## config.mk

```make
export PLATFORM = sky130hd
export DESIGN_NAME = ucsbece154b_mem_arbiter
export DESIGN_NICKNAME = d
export VERILOG_FILES = /design/src/rtl/ucsbece154b_mem_pkg.sv /design/src/rtl/ucsbece154b_arb_pick.sv /design/src/rtl/ucsbece154b_mem_arbiter.sv
export SDC_FILE = /design/constraint.sdc
export NUM_CORES = 1
export LEC_CHECK = 0
export BUFFER_PORTS_ARGS = -buffer_cell sky130_fd_sc_hd__buf_4
export CAP_MARGIN = 5
export CORE_MARGIN = 5
export CORE_UTILIZATION = 44
export DETAILED_ROUTE_END_ITERATION = 10
export PLACE_DENSITY_LB_ADDON = 0.1
export SYNTH_ARGS = -nofsm -noshare
export SYNTH_HDL_FRONTEND = slang
export SYNTH_SLANG_ARGS = --single-unit
```

## constraint.sdc

```tcl
create_clock -name clk -period 3.65 [get_ports clk]
set_input_delay 0.5475 -clock clk [delete_from_list [all_inputs] [get_ports clk]]
set_output_delay 0.5475 -clock clk [all_outputs]
set_load 0.02 [all_outputs]
```

## src/rtl/ucsbece154b_mem_pkg.sv

```systemverilog
// Shared types for the SDRAM block-read path (arbiter, icache, prefetcher).
package ucsbece154b_mem_pkg;

    localparam int unsigned DEF_BLOCK_WORDS = 4;

    typedef logic [31:0] word_t;

    typedef enum logic [1:0] {
        IDLE,
        REQ,
        XFER,
        DRAIN
    } arb_state_t;

    typedef enum logic {
        OWN_IC = 1'b0,
        OWN_PF = 1'b1
    } owner_t;

endpackage

```

## src/rtl/ucsbece154b_arb_pick.sv

```systemverilog
// Demand-priority winner select with a streak limit so a waiting prefetch
// is eventually served.
module ucsbece154b_arb_pick
    import ucsbece154b_mem_pkg::*;
#(
    parameter int unsigned MAX_DEM_STREAK = 3
) (
    input  logic   clk,
    input  logic   reset,
    input  logic   ic_req,
    input  logic   pf_req,
    input  logic   grant,
    output owner_t winner
);

    localparam int unsigned SW = $clog2(MAX_DEM_STREAK + 1);
    localparam logic [SW-1:0] STREAK_MAX = SW'(MAX_DEM_STREAK);

    logic [SW-1:0] streak;

    always_comb begin
        winner = OWN_IC;
        if (pf_req && (!ic_req || streak == STREAK_MAX)) begin
            winner = OWN_PF;
        end
    end

    always_ff @(posedge clk or negedge reset) begin
        if (!reset) begin
            streak <= '0;
        end else if (grant) begin
            if (winner == OWN_PF || !pf_req) begin
                streak <= '0;
            end else if (streak != STREAK_MAX) begin
                streak <= streak + SW'(1);
            end
        end
    end

endmodule

```

## src/rtl/ucsbece154b_mem_arbiter.sv

```systemverilog
// Shares the SDRAM block-read channel between the icache demand port and the
// next-line prefetcher; one burst at a time, routed back to its owner only.
module ucsbece154b_mem_arbiter
    import ucsbece154b_mem_pkg::*;
#(
    parameter int unsigned BLOCK_WORDS    = DEF_BLOCK_WORDS,
    parameter int unsigned MAX_DEM_STREAK = 3
) (
    input  logic                           clk,
    input  logic                           reset,
    input  logic                           icReadRequest,
    input  logic [31:0]                    icReadAddress,
    output logic                           icDataReady,
    input  logic                           pfReadRequest,
    input  logic [31:0]                    pfReadAddress,
    output logic                           pfDataReady,
    output logic [31:0]                    memDataOut,
    output logic [$clog2(BLOCK_WORDS)-1:0] memBlockIdxOut,
    output logic                           memReadRequest,
    output logic [31:0]                    memReadAddress,
    input  logic [31:0]                    memDataIn,
    input  logic                           memDataReady,
    input  logic [$clog2(BLOCK_WORDS)-1:0] memBlockIndex,
    output logic                           grantOwner,
    output logic                           busy
);

    localparam int unsigned IW = $clog2(BLOCK_WORDS);
    localparam logic [IW-1:0] LAST_WORD = IW'(BLOCK_WORDS - 1);

    arb_state_t    state;
    owner_t        owner_q;
    owner_t        winner;
    word_t         addr_q;
    logic [IW-1:0] word_cnt;
    logic          orphan;

    logic any_req;
    logic grant;
    logic owner_req;
    logic beat;
    logic deliver;

    assign any_req   = icReadRequest | pfReadRequest;
    assign grant     = (state == IDLE) && any_req;
    assign owner_req = (owner_q == OWN_PF) ? pfReadRequest : icReadRequest;

    // Word 0 arrives in the REQ cycle that sees memDataReady, so it is
    // delivered and counted there; XFER carries the remaining words.
    assign beat    = ((state == REQ) || (state == XFER)) && memDataReady;
    assign deliver = beat && !orphan && owner_req;

    ucsbece154b_arb_pick #(
        .MAX_DEM_STREAK(MAX_DEM_STREAK)
    ) u_pick (
        .clk   (clk),
        .reset (reset),
        .ic_req(icReadRequest),
        .pf_req(pfReadRequest),
        .grant (grant),
        .winner(winner)
    );

    always_ff @(posedge clk or negedge reset) begin
        if (!reset) begin
            state    <= IDLE;
            owner_q  <= OWN_IC;
            addr_q   <= '0;
            word_cnt <= '0;
            orphan   <= 1'b0;
        end else begin
            case (state)
                IDLE: begin
                    word_cnt <= '0;
                    if (any_req) begin
                        owner_q <= winner;
                        addr_q  <= (winner == OWN_PF) ? pfReadAddress : icReadAddress;
                        state   <= REQ;
                    end
                end
                REQ, XFER: begin
                    if (!owner_req) begin
                        orphan <= 1'b1;
                    end
                    if (memDataReady) begin
                        if (word_cnt == LAST_WORD) begin
                            word_cnt <= '0;
                            state    <= DRAIN;
                        end else begin
                            word_cnt <= word_cnt + IW'(1);
                            state    <= XFER;
                        end
                    end
                end
                DRAIN: begin
                    if (!memDataReady) begin
                        orphan <= 1'b0;
                        state  <= IDLE;
                    end
                end
                default: state <= IDLE;
            endcase
        end
    end

    assign busy           = (state != IDLE);
    assign grantOwner     = owner_q;
    assign memReadRequest = (state == REQ) && !memDataReady;
    assign memReadAddress = addr_q;
    assign memDataOut     = beat ? memDataIn : '0;
    assign memBlockIdxOut = beat ? memBlockIndex : '0;
    assign icDataReady    = deliver && (owner_q == OWN_IC);
    assign pfDataReady    = deliver && (owner_q == OWN_PF);

endmodule

```

==> results.md, run 1 <==
* Library cells used by synthesis at 33
* CTS Hold Bufs at 0
* Commonest non-fill, non-tap cell in the layout: buf_4
* Post-layout min period at 2.531 ns
* Rows at 26
* Die ar. at 0.006808 mm²
* Setup TNS at 0 ns
* First-pass GRT wire length at 12280 µm
* Global placer's final weighted congestion at 0.8045
* Largest net degree at the start of global routing at 43
* Least-Margin Pin Slew at 0.9420 ns
* Post-Syn Instances at 274
* CTS Buf Count at 5
* Design area at 0.003682 mm²
* CTS clk-pin slew, worst paths at 0.08 ns
* Most frequent cells in the layout: 176 x buf_4, 40 x dfrtp_1, 34 x and3_1, 34 x nor2_1, 33 x o21ai_0
* Initial antenna violation count at 0
* Diodes inserted at 0
* Drt wl/cell at 16.46 µm
* Die Y at 82.51 µm
* Initial DRC count at 132
* Run status: finished clean
* Slew Limit Fails at 0
* Max_slew headroom at 0.3720
* Max IR drop VDD at 0.4590 mV
* Post-synth EDFFs at 0
* Final setup violation count at 0
* H-tree Lvls at 2
* Syn Nets at 382
* Leakage power at 1.889 nW
* Post-route ant nets at 0
* Top_reg_cell synth: dfrtp_1
* CP endpoint kind: primary output
* Via count at 2689
* Crit Path Max Fanout at 42
* HPWL Detailed at 5975 µm
* Critical Path Source Type: register
* Final Non-Filler Cells at 500
* Width of the die at 82.51 µm
* CTS tree: yes
* Power Dens Cells at 781.6 mW/mm²
* Tcrit/Tclk final at 0.6934
* Asr flop ratio synth at 1.000
* DR DRC count at 0
* Port bufs at 173
* Latest clock arrival within the worst-skew pair at 0.28 ns
* Total track usage at 0.2309
* Max clock buf depth at 2
* RR Startpoint: u_pick.streak[0]
* Post-CTS Setup Inserts at 0
* Unrepaired setup endpoints after global routing: no
* P&R area growth vs syn at 59.17%
* Root Buffer: clkbuf_8
* Initial core utilization at 0.4530
* Syn. warnings at 0
* Layout cells sized above 1 at 0.4395
* Total gr overflow at 0
* Arrival time at the worst endpoint at 1.98 ns
* Critical Path RT at 3.10 ns
* Resize count post-CTS at 0
* Post-Syn Area at 0.002313 mm²
* Clk_skew at 0.008406 ns
* Drt total wl at 8229 µm
* Via density at 5.378
* Overall power at 2.878 mW
* Sink Count at 40
* 1st-pass router iterations at 5
* Register area share after synthesis at 0.4327
* # Max-Cap Violations at 0
* Final Hold Fails at 0
* Ports at 174
* Area after DPL at 0.003588 mm²
* Yosys reg bits at 40
* Util after Layout at 0.7210
* Max frequency at 395.1 MHz
* Core area at 0.005107 mm²
* Syn_area_per_cell at 8.443 µm²
* Setup CP Type: reg -> out
* Dpl cells at 492
* Worst hold path class: in -> async
* Vias in the first global route at 2504
* Worst Setup SP: state[0]
* Final nets at 537
==> sequential cells by signal (all words and copies together) (netlist names) <==
signal and cells:
memReadAddress 32, state 2, u_pick.streak 2, word_cnt 2
grantOwner 1, orphan 1
==> through the flow <==
stage	setup slack (ns)	hold WS, ns
4_1_cts	1.088	0.2515
3_3_place_gp	1.277	0.4687
3_5_place_dp	1.275	0.4838
2_1_floorplan	1.475	0.2519
6_report	1.119	0.2345
5_1_grt	0.9108	0.2754
==> logic make-up (layout without fill, tap and decap cells) <==
family                     Yosys count  in the layout  share of synthesized area
and+or+nand+nor                     87             87                     0.1952
adders and majority gates            5              5                    0.02704
AOI/OAI and AO/OA                  108            108                     0.2715
buffers and inverters               32            188                    0.06436
DFF                                 40             40                     0.4327
muxes                                2              2                   0.009194
==> metal layers <==
layer	wire, µm	global-route usage	share of wire
met1	3262	0.2865	0.40
met2	4225	0.4135	0.51
met3	635	0.04338	0.077
met4	105	0.05392	0.013
met5	0	0	0
==> cell type report <==
type	count	area, µm²
Fill cell	444	1425
Multi-Input combinational cell	202	1164
Sequential cell	40	1001
Clock buffer	7	86.33
Timing Repair Buffer	176	1321
Clock inverter	1	7.507
Inverter	4	15.01
Tap cell	70	87.58
==> report_power, final <==
group,total [mW],leakage (nW),internal [mW],switching (mW)
clock network,0.308,0.0445,0.154,0.154
logic,1.78,1.39,0.756,1.02
registers,0.793,0.455,0.662,0.131
==> worst paths after layout <==
check	endpoint	cells past startpoint	slack, ns
max	pfDataReady	6	1.12
min in group clk	u_pick.streak[1]	2	0.51
min reg2reg	u_pick.streak[1]	2	0.51
max reg2reg	memReadAddress[12]	4	1.74
min	memReadAddress[25]	1	0.23
max in group asynchronous	state[1]	1	3.06
==> cells in the mapped netlist, drive strengths merged (2+ instances only) <==
cell type | count | share of area
dfrtp | 40 | 0.43
and3 | 34 | 0.092
nor2 | 34 | 0.055
o21ai | 34 | 0.075
a21oi | 32 | 0.069
a31oi | 32 | 0.087
buf | 18 | 0.042
clkbuf | 10 | 0.016
nand2 | 7 | 0.011
ha | 5 | 0.027
inv | 4 | 0.0065
nand2b | 3 | 0.0081
a32o | 2 | 0.0087
nor2b | 2 | 0.0054
o31ai | 2 | 0.0065
==> worst max-delay path, stage by stage, from the launching register on <==
cell and delay (ns):
dfrtp_1 0.40, inv_1 0.06, ha_1 0.27, buf_4 0.30, nand2_1 0.16, nor4b_1 0.32
buf_4 0.20
Power figures use the tool's default switching activity.
==> run 2: changes to the inputs <==
- CORE_UTILIZATION: 44 -> 36
- clock period: 3.65 -> 2.1 ns (I/O delays scaled with it)
==> run 2 against run 1 <==
Effect of this change:
- the run now ends with negative hold slack left
- final cell count rose by 3.0%
- largest cell class unchanged
- via count up 3.3%
- critical path depth shrank 1
- critical path type unchanged
- power is 79% higher
- register-to-register slack worse by 1.3 ns
- highest routed layer unchanged
- first-iteration DRC count decreased by 8.3%
- combinational power grew 81%
==> results.md, run 2 (same netlist as run 1, synthesis figures left out) <==
* Run status: finished with violations
* Failing checks: negative hold slack
* Slew Limit Fails at 0 (unchanged)
* Die Y at 90.17 µm (+9.3%)
* Leakage power at 1.936 nW (+2.5%)
* Post-layout min period at 1.993 ns
* Arrival time at the worst endpoint at 1.68 ns (-0.30 ns)
* Sink Count at 40 (unchanged)
* Max incr delay on CP at 0.40 ns (about the same)
* CP endpoint kind: primary output
* Clk_skew at 0.002714 ns (-0.005692 ns)
* Max reg flops at 32 (unchanged)
* # Max-Cap Violations at 0 (unchanged)
* Dpl cells at 507 (+3.0%)
* Rows at 29 (+12%)
* Most frequent cells in the layout: 182 x buf_4, 40 x dfrtp_1, 34 x and3_1, 34 x nor2_1, 33 x o21ai_0
* Largest net degree at the start of global routing at 43 (unchanged)
* H-tree Lvls at 2 (unchanged)
* Drt total wl at 8482 µm (+3.1%)
* CTS clk-pin slew, worst paths at 0.08 ns (about the same)
* Core area at 0.006314 mm² (+24%)
* Unrepaired setup endpoints after global routing: yes
* First-pass GRT wire length at 14060 µm (+15%)
* Latest clock arrival within the worst-skew pair at 0.29 ns (about the same)
* Initial DRC count at 121 (-8.3%)
* CTS tree: yes
* Hold slack at -0.009316 ns (-0.2438 ns)
* CTS Hold Bufs at 0 (unchanged)
* Buf/Inv on CP at 2 (-1)
* Design area at 0.003776 mm² (+2.5%)
* Final Hold Fails at 11 (+11)
* Width of the die at 90.17 µm (+9.3%)
* Global placer's final weighted congestion at 0.7994 (-0.63%)
* Layout cells sized above 1 at 0.4498 (+0.01024)
* P&R area growth vs syn at 63.22%
* Final setup violation count at 0 (unchanged)
* Worst path slowest cell: dfrtp_1
* Area after DPL at 0.003682 mm² (+2.6%)
* Delay-heaviest family, CP: simple AND/OR/NAND/NOR gates
* Resize count post-CTS at 0 (unchanged)
* Max frequency at 501.8 MHz
* Commonest non-fill, non-tap cell in the layout: buf_4
* Via count at 2777 (+3.3%)
* Max_slew headroom at 0.6564 (+0.2844)
* Util after Layout at 0.5981 (-0.1229)
* Least-Margin Pin Slew at 0.5154 ns (-0.4266 ns)
* Diodes inserted at 0 (unchanged)
* Drt wl/cell at 16.47 µm (about the same)
* Vias in the first global route at 2842 (+13%)
* Critical Path Source Type: register
* Initial antenna violation count at 0 (unchanged)
* Worst-path cell chain: inv_1 > ha_1 > nand2_1 > nor4b_1 > buf_4
* Initial core utilization at 0.3664 (-0.08654)
* Die ar. at 0.008130 mm² (+19%)
* Crit Path Max Fanout at 4 (-90%)
* Final Worst Setup Slack at 0.1073 ns (-1.012 ns)
* 1st-pass router iterations at 4 (-1)
* Tcrit/Tclk final at 0.9489
* HPWL Detailed at 6257 µm (+4.7%)
* Overall power at 5.142 mW (+79%)
* R2R Setup Slk at 0.46 ns (-1.28 ns)
* Root Buffer: clkbuf_8
* Max clock buf depth at 2 (unchanged)
* Fill count at 590 (+33%)
* Final Non-Filler Cells at 515 (+3.0%)
* DR DRC count at 0 (unchanged)
* Power Dens Cells at 1362 mW/mm² (+74%)
* Total gr overflow at 0 (unchanged)
* Ports at 174 (unchanged)
* Final nets at 545 (+1.5%)
* Setup TNS at 0 ns (unchanged)
* Critical Path RT at 1.78 ns (-1.32 ns)
* Setup WS pre-CTS at 0.4182 ns (-0.8572 ns)
* Max IR drop VDD at 0.6719 mV (+46%)
* Worst hold path class: in -> async
* Total track usage at 0.2040 (-0.02688)
* Post-route ant nets at 0 (unchanged)
* Port bufs at 173 (unchanged)
* CTS Buf Count at 5 (unchanged)
* Via density at 5.392 (+0.26%)
* Setup CP Type: reg -> out
==> run 2: area by class of cell <==
cell class	count	area [µm²]	area share
tap	77	96.34	0.02551
timing repair buffer	184	1406	0.3724
inverter	4	15.01	0.003976
clock buffer	7	86.33	0.02286
sequential	40	1001	0.2651
multi-input combinational	202	1164	0.3082
clock inverter	1	7.507	0.001988
==> run 2: worst reg2reg max path, stage by stage (launching register included) <==
cell     delay, ns
dfrtp_1       0.39
inv_1         0.11
ha_1          0.31
o21a_2        0.37
buf_4         0.22
nor2_1        0.05
a21oi_1       0.12
==> run 2: power by group <==
part	internal (mW)	total, mW	switching (mW)
Combinational	1.41	3.22	1.81
Sequential	1.15	1.38	0.231
Clock	0.267	0.543	0.276
==> run 2: routing by layer <==
metal,part of all wire,wire (µm),track usage,up-vias
met3,0.090,762,0.07429,8
met1,0.40,3365,0.2482,1319
met5,0,0,0,-
met4,0.011,97,0.04839,0
li1,-,-,-,1319
met2,0.50,4257,0.3433,131
==> run 2: worst paths after layout <==
path / start / to / cells after the start
hold / removal: reset / memReadAddress[17] / 1
hold reg to reg: u_pick.streak[1] / u_pick.streak[1] / 2
max in group asynchronous: reset / memReadAddress[7] / 1
setup / recovery: state[0] / pfDataReady / 5
min in group clk: icReadAddress[21] / memReadAddress[21] / 3
setup reg to reg: state[1] / memReadAddress[19] / 6
==> run 2: timing repair <==
item	CTS	global route
buffers inserted	0	0
hold endpoints to repair	0	0
endpoints found under the setup margin	0	2
